### config.mk
export PLATFORM = sky130hd
export DESIGN_NAME = writeback_stage
export DESIGN_NICKNAME = d
export VERILOG_FILES = /design/src/rtl/writeback_stage.sv
export SDC_FILE = /design/constraint.sdc
export NUM_CORES = 1
export LEC_CHECK = 0
export CORE_UTILIZATION = 40
export CTS_CLUSTER_SIZE = 40
export DETAILED_ROUTE_END_ITERATION = 16
export PLACE_DENSITY = 0.71
export SETUP_SLACK_MARGIN = 0.02
export SYNTH_ARGS = -nofsm -noshare
export SYNTH_HDL_FRONTEND = slang
export SYNTH_SLANG_ARGS = --single-unit
### constraint.sdc
create_clock -name clk -period 7.6 [get_ports clk]
set_clock_uncertainty 0.1 [all_clocks]
set_input_delay 1.14 -clock clk [delete_from_list [all_inputs] [get_ports clk]]
set_output_delay 1.14 -clock clk [all_outputs]
set_load 0.01 [all_outputs]
### src/rtl/writeback_stage.sv
`default_nettype none
// ============================================================================
// Module      : writeback_stage
// Description : Final pipeline stage. Accepts retiring instructions from
//               execute over a valid/ready handshake and drives the write port
//               of the 16x32 register bank. Loads wait for the data-memory
//               acknowledge, extract and extend the addressed byte, halfword
//               or word, and are aborted after a bounded number of wait
//               cycles. Committed register writes are counted.
// Revision    : 1.0 - initial release
// ============================================================================
module writeback_stage #(
  parameter int MEM_TIMEOUT = 16,  // max cycles in WAIT_MEM before abort (>=2)
  parameter int CNT_W       = 32   // width of retire_cnt
) (
  input  logic             clk,
  input  logic             rst,
  // execute-side handshake and instruction fields
  input  logic             ex_valid,
  output logic             ex_ready,
  input  logic             ex_we,
  input  logic [3:0]       ex_wc,
  input  logic [31:0]      ex_result,
  input  logic             ex_load,
  input  logic [1:0]       ex_lsz,
  input  logic [1:0]       ex_loff,
  input  logic             ex_lsgn,
  // data-memory load return
  input  logic             mem_ack,
  input  logic [31:0]      mem_rdata,
  // register bank write port
  output logic [3:0]       wc,
  output logic [31:0]      wpc,
  output logic             w_rb,
  // status
  output logic             err,
  output logic [CNT_W-1:0] retire_cnt
);

  // --------------------------------------------------------------------------
  // Constants
  // --------------------------------------------------------------------------
  localparam logic [1:0] IDLE     = 2'd0;
  localparam logic [1:0] WAIT_MEM = 2'd1;
  localparam logic [1:0] COMMIT   = 2'd2;

  localparam logic [1:0] LSZ_HALF = 2'b01;
  localparam logic [1:0] LSZ_BYTE = 2'b10;

  localparam int              TMO_W    = $clog2(MEM_TIMEOUT);
  localparam logic [TMO_W-1:0] TMO_LAST = TMO_W'(MEM_TIMEOUT - 1);

  // --------------------------------------------------------------------------
  // State and datapath registers
  // --------------------------------------------------------------------------
  logic [1:0]       state;
  logic [1:0]       state_nxt;
  logic [TMO_W-1:0] tmo_cnt;

  // Fields of the instruction in flight. The load flag itself is not kept:
  // being in WAIT_MEM is what records that a load is pending, and the ALU
  // result is written straight into wpc at accept time.
  logic             lat_we;
  logic [3:0]       lat_wc;
  logic [1:0]       lat_lsz;
  logic [1:0]       lat_loff;
  logic             lat_lsgn;

  // --------------------------------------------------------------------------
  // Combinational helpers
  // --------------------------------------------------------------------------
  logic        accept;
  logic        tmo_hit;
  logic [15:0] half_lane;
  logic [7:0]  byte_lane;
  logic [31:0] load_data;

  assign accept  = ex_valid & ex_ready;
  assign tmo_hit = (state == WAIT_MEM) & ~mem_ack & (tmo_cnt == TMO_LAST);

  // Select the addressed lane and extend it to 32 bits; sizes 00 and 11 are words
  always_comb begin
    half_lane = lat_loff[1] ? mem_rdata[31:16] : mem_rdata[15:0];
    case (lat_loff)
      2'd0:    byte_lane = mem_rdata[7:0];
      2'd1:    byte_lane = mem_rdata[15:8];
      2'd2:    byte_lane = mem_rdata[23:16];
      default: byte_lane = mem_rdata[31:24];
    endcase
    case (lat_lsz)
      LSZ_HALF: load_data = {{16{lat_lsgn & half_lane[15]}}, half_lane};
      LSZ_BYTE: load_data = {{24{lat_lsgn & byte_lane[7]}}, byte_lane};
      default:  load_data = mem_rdata;
    endcase
  end

  // --------------------------------------------------------------------------
  // FSM: state register
  // --------------------------------------------------------------------------
  // Async reset returns to IDLE at once, dropping any pending load or commit
  always_ff @(posedge clk or posedge rst) begin
    if (rst) begin
      state <= IDLE;
    end else begin
      state <= state_nxt;
    end
  end

  // --------------------------------------------------------------------------
  // FSM: next-state logic
  // --------------------------------------------------------------------------
  // IDLE and COMMIT both accept; WAIT_MEM resolves on ack (which beats timeout)
  always_comb begin
    state_nxt = IDLE;
    case (state)
      IDLE, COMMIT: begin
        if (accept) begin
          if (ex_load)    state_nxt = WAIT_MEM;
          else if (ex_we) state_nxt = COMMIT;
          else            state_nxt = IDLE;
        end else begin
          state_nxt = IDLE;
        end
      end
      WAIT_MEM: begin
        if (mem_ack)      state_nxt = lat_we ? COMMIT : IDLE;
        else if (tmo_hit) state_nxt = IDLE;
        else              state_nxt = WAIT_MEM;
      end
      default: state_nxt = IDLE;
    endcase
  end

  // --------------------------------------------------------------------------
  // FSM: output decode
  // --------------------------------------------------------------------------
  // Write enable is a pure decode of the state register, so reset drops it immediately
  always_comb begin
    ex_ready = (state != WAIT_MEM);
    w_rb     = (state == COMMIT);
  end

  // --------------------------------------------------------------------------
  // Datapath
  // --------------------------------------------------------------------------
  // Latch the accepted instruction, load the write port, and run the wait timer
  always_ff @(posedge clk or posedge rst) begin
    if (rst) begin
      lat_we   <= 1'b0;
      lat_wc   <= 4'd0;
      lat_lsz  <= 2'd0;
      lat_loff <= 2'd0;
      lat_lsgn <= 1'b0;
      wc       <= 4'd0;
      wpc      <= 32'd0;
      tmo_cnt  <= '0;
    end else begin
      if (accept) begin
        lat_we   <= ex_we;
        lat_wc   <= ex_wc;
        lat_lsz  <= ex_lsz;
        lat_loff <= ex_loff;
        lat_lsgn <= ex_lsgn;
        tmo_cnt  <= '0;
        // Non-load writes go straight to the port; silent retires leave it alone
        if (!ex_load && ex_we) begin
          wc  <= ex_wc;
          wpc <= ex_result;
        end
      end else if (state == WAIT_MEM) begin
        if (mem_ack) begin
          wc  <= lat_wc;
          wpc <= load_data;
        end else if (!tmo_hit) begin
          tmo_cnt <= tmo_cnt + TMO_W'(1);
        end
      end
    end
  end

  // One-cycle error pulse in the cycle following a timed-out wait
  always_ff @(posedge clk or posedge rst) begin
    if (rst) begin
      err <= 1'b0;
    end else begin
      err <= tmo_hit;
    end
  end

  // Count every cycle the bank is written; wraps naturally
  always_ff @(posedge clk or posedge rst) begin
    if (rst) begin
      retire_cnt <= '0;
    end else if (state == COMMIT) begin
      retire_cnt <= retire_cnt + CNT_W'(1);
    end
  end

endmodule
`default_nettype wire

# [Yosys cells after proc, flatten, opt, wreduce, memory -nomap -nowiden]
# Index checks and enable logic that the tools add are counted.
[word_totals] reg_bits=85 input_bits=79
[classes] mux=22 bitwise_logic=6 eq_ne=11 reduce_logical=9 addsub=2
[op_table] op="$mux 32" n=4
[op_table] op="$pmux 32 s2" n=1
[op_table] op="$add 32x1->32 const B" n=1
[op_table] op="$mux 4" n=8
[op_table] op="$pmux 8 s3" n=1
[op_table] op="$mux 16" n=1
[op_table] op="$mux 2" n=5
[op_table] op="$eq 2x1->1 const B" n=3
[op_table] op="$eq 2x2->1 const B" n=3
[op_table] op="$ne 2x1->1 const B" n=3
[op_table] op="$reduce_and 3->1" n=2
[op_table] op="$and 1x1->1" n=5
[op_table] op="$add 4x1->4 const B" n=1
[op_table] op="$eq 4x4->1 const B" n=1
[op_table] op="$logic_not 2->1" n=2
[op_table] op="$pmux 2 s2" n=1
[op_table] op="$reduce_bool 2->1" n=2
[op_table] op="$ne 2x2->1 const B" n=1
[op_table] op="$reduce_or 2->1" n=1
[op_table] op="$logic_and 1x1->1" n=1
[op_table] op="$logic_not 1->1" n=1
[op_table] op="$mux 1" n=1
[op_table] op="$not 1->1" n=1

# [Logic depth before layout (Yosys ltp)]
[logic_depth] word_depth=7 ltp_mapped=9

# [Worst setup path after synthesis]
# No wires, ideal clock.
[synth_path] path_kind="input to register" start="input mem_rdata[23]" end="register wpc[16]" path_stages=6 arrival_time_ns=2.090 slack_ns=5.276 cell_sequence="mux2i_1 > o22ai_1 > nand2b_1 > a21oi_2 > buf_2 > a221oi_1"
[synth_via] elab_chain_cells=6
[synth_lines] item="start: declaration" line="30" text="input logic [31:0] mem_rdata,"
[synth_lines] item="$pmux 8 s3" line="84" text="case (lat_loff)"
[synth_lines] item="$and 1x1->1" line="92" text="LSZ_BYTE: load_data = {{24{lat_lsgn & byte_lane[7]}}, byte_lane};"
[synth_lines] item="$pmux 32 s2" line="90" text="case (lat_lsz)"
[synth_lines] item="$mux 32" line="171" text="if (mem_ack) begin"
[synth_lines] item="$mux 32" line="170" text="end else if (state == WAIT_MEM) begin"
[synth_lines] item="$mux 32" line="158" text="if (accept) begin"
[synth_lines] item="end signal: assignment" line="168" text="wpc <= ex_result;"
[synth_lines] item="end signal: assignment" line="173" text="wpc <= load_data;"
[synth_lines] item="end: declaration" line="33" text="output logic [31:0] wpc,"
# No other way between the ends. The select of a mux whose other input is x is not followed.
# A chain may end at the register's enable or synchronous reset.

# [Worst setup path in the final report]
[layout_path] start="input ex_valid" end="register wpc[8]"
[layout_via] elab_chain_cells=3
[layout_lines] item="start: declaration" line="19" text="input logic ex_valid,"
[layout_lines] item="$and 1x1->1 *" line="78" text="assign accept = ex_valid & ex_ready;"
[layout_lines] item="$ne 2x1->1 (no source line) / $reduce_bool 2->1 (equally long branches)"
[layout_lines] item="$reduce_and 3->1 (no source line)"
# Every way passes the cells marked *; elsewhere a longest branch is shown, timed or not.

==> results by group <==
Pwr
  – Sw Share: 32.8%
  – PwrDens: 243 nW/um^2
  – Worst vdd ir: 0.136 mV
  – Comb power frac: 37.2%
  – Internal power: ~0.001 W
  – Seq pwr share: 41.0%
  – Clk pwr share: 21.8%
  – Sw power: 0.000495 W
  – Leakage power: 2.70 nW

Logic synthesis
  – Net count after synthesis: 532
  – Netlist cell types: 50
  – Yosys top cell by area: dfrtp_1
  – Top-area cell type share of the netlist area: 48.1%
  – Seq/Total Area, Yosys: 48.1%
  – Top post-synthesis cells by count: 85 x dfrtp_1, 73 x nor2_1, 65 x nand2_1
  – Synth top area cells: dfrtp_1 48%, nor2_1 6.2%, nand2_1 5.5%, a221oi_1 4.6%, xnor2_1 4.2%
  – Mapped cell area: 4420 um^2
  – Synthesized area per cell: 9.85 um^2
  – Post-synth EDFFs: 0
  – Seq cells post-synth: 85
  – YS warnings: 0
  – Gate Count Post-Synth: 449
  – Top_reg_cell synth: dfrtp_1
  – Asr flop ratio synth: 100%
  – Most common cell in the synthesized netlist: dfrtp_1

Placed design
  – Port Buffers: about 150
  – Place WS: 3770 ps
  – GP Congestion: a little over 0.9
  – HPWL Detailed: 8700 um

Job
  – Number of max-cap violations: 0

Global route
  – Global-route wire length before repair: between 15000 and 20000 um
  – Vias in the first global route: about 3.7k
  – Antenna violations before repair: 0
  – Remaining global-route overflow: 0
  – Total GRT Usage: 21.3%
  – Largest net degree at the start of global routing: 86

STA
  – Final period util: 45.8%
  – Setup TNS: 0 ps
  – Final min period: 3480 ps
  – Post-route worst setup slack: 4120 ps
  – Fmax: 287 MHz
  – Worst-Margin Slew: about 1100 ps
  – Final Hold Fails: 0
  – RSZ-0062 raised after global routing: false
  – Final setup fails: 0
  – Worst hold margin: between 300 and 400 ps
  – Slew Viols, Final: 0
  – Slew HR: 28.3%

Floorplanning
  – Die width: 107 um
  – Num ports: 150
  – Row count: 38
  – Core Region: 10800 um^2
  – Initial Util: 41.0%
  – Die height: 107 um
  – Die area: approximately 11000 um^2

Drt
  – DR vias: 3867
  – # DRC: 0
  – DR WL/cell: about 16 um
  – Iteration-0 DRC Markers: 160
  – 1st-pass router iterations: 4
  – Final WL: 11900 um
  – Vias per cell: 5.28
  – Antenna-violating nets left: 0

Critical path
  – Crit. End Element: register
  – Critical path fanouts, max: 62
  – CP Data Required Time: 7740 ps
  – Crit path launch type: primary input
  – Worst EP arrival: 3620 ps
  – Worst Setup Path Type: primary input to register

Clock tree
  – Post-CTS setup-driven buffer insertion count: 0
  – Resize count post-CTS: 0
  – TritonCTS clock tree: built
  – Clk slew on worst S/H paths: approximately 80 ps
  – Clock latency on the worst-skew pair: 360 ps
  – Cts hold-fix bufs: 0
  – Clock Sinks: 85
  – H-tree depth: 3
  – Root buffer cell: clkbuf_8
  – CTS Buf Count: 9
  – Worst-case clock buffer depth: 2

Final layout
  – Nets: between 600 and 700
  – Area grow syn2layout: 40.2%
  – ANT cells: 0
  – Share of layout cells above drive strength 1: 7.76%

Outcome
  – Status: finished, final reports clean

Min path
  – Hold Path Class: register to register
-- per-stage QoR --
stage	cell area, um^2	utilization, %	total power, W	instances
after detailed placement	6000	55.6	0.00119	717
after floorplan	4420	-	0.000907	449
final	6200	57.4	0.00151	733
after CTS	6200	57.4	0.00152	733
after global placement	6000	55.6	0.00118	717
after global routing	6200	57.4	0.00160	733
-- state kept, by name, summed over array words and instances (netlist names) --
name	cells
lat_lsgn	1
lat_we	1
err	1
lat_wc	4
wc	4
lat_loff	2
state	2
tmo_cnt	4
wpc	32
lat_lsz	2
retire_cnt	32
-- routing by layer --
metal,part of all wire [%],vias to the layer above,global-route usage (%)
li1,-,1849,-
met1,43,1866,27.5
met2,48,143,34.8
met3,7.4,9,6.08
met4,1.2,0,6.16
met5,0,-,0
-- power by group through the flow --
| stage | Sequential [W] | Combinational (W) | Clock [W] |
|---|---|---|---|
| final | 0.000618 | 0.000562 | 0.000329 |
| after global routing | 0.000631 | 0.000611 | 0.000360 |
| after detailed placement | 0.000626 | 0.000566 | 0 |
| after CTS | 0.000619 | 0.000567 | 0.000338 |
| after global placement | 0.000626 | 0.000553 | 0 |
| after floorplan | 0.000654 | 0.000252 | 0 |
-- cells in the final DEF (no fill, tap or decap), drive strengths merged, types with 4 or more instances in the layout --
| cell type | instances |
|---|---|
| nor2 | 73 |
| buf | 4 |
| a31oi | 9 |
| o211ai | 7 |
| dfrtp | 85 |
| clkdlybuf4s50 | 149 |
| a221oi | 23 |
| mux2i | 10 |
| o21a | 6 |
| mux2 | 5 |
| and3 | 6 |
| nand2 | 66 |
| a211o | 6 |
| nand3 | 9 |
| ha | 4 |
| xor2 | 12 |
| xnor2 | 22 |
| clkbuf | 12 |
| nand2b | 11 |
| inv | 9 |
| o21ai | 8 |
| o22a | 7 |
| nand4 | 9 |
| nor2b | 9 |
| a31o | 7 |
-- kinds of logic (layout without fill, tap and decap cells) --
group,count (synthesis),count (layout),share of synthesized area [%]
AO/OA/AOI/OAI,81,81,14.5
XOR/XNOR,34,34,6.90
adder cells (fa/ha/maj),4,4,1.13
buffers and inverters,34,178,3.51
flip-flops,85,85,48.1
multiplexers,16,16,4.05
AND/OR/NAND/NOR,195,195,21.8
-- path summary, 6_finish.rpt --
kind | start | end | slack, ps | cells after the start
min | lat_wc[0] | lat_wc[0] | 370 | 2
min reg2reg | lat_wc[0] | lat_wc[0] | 370 | 2
max reg2reg | state[1] | wpc[8] | 4690 | 6
max in group asynchronous | rst | wpc[15] | 5370 | 3
min in group asynchronous | rst | retire_cnt[25] | 1340 | 3
max | ex_valid | wpc[8] | 4120 | 6
-- critical path, stage by stage --
cell and delay [ps]:
clkdlybuf4s50_1 510, nand2_2 500, o21ai_4 300, buf_4 530
nand2_1 350, o22a_1 260
-- final cells by class --
| class | instances | area, um^2 |
|---|---|---|
| fillers | 957 | 4590 |
| multi-input cells | 330 | 2140 |
| flip-flops and latches | 85 | 2130 |
| repair buffers | 153 | 1520 |
| well taps | 140 | 175 |
| clock buffers | 12 | 145 |
| clock inverters | 4 | 55.1 |
| inverters | 9 | 35.0 |
Note: power is estimated with default switching activity, not from simulation.
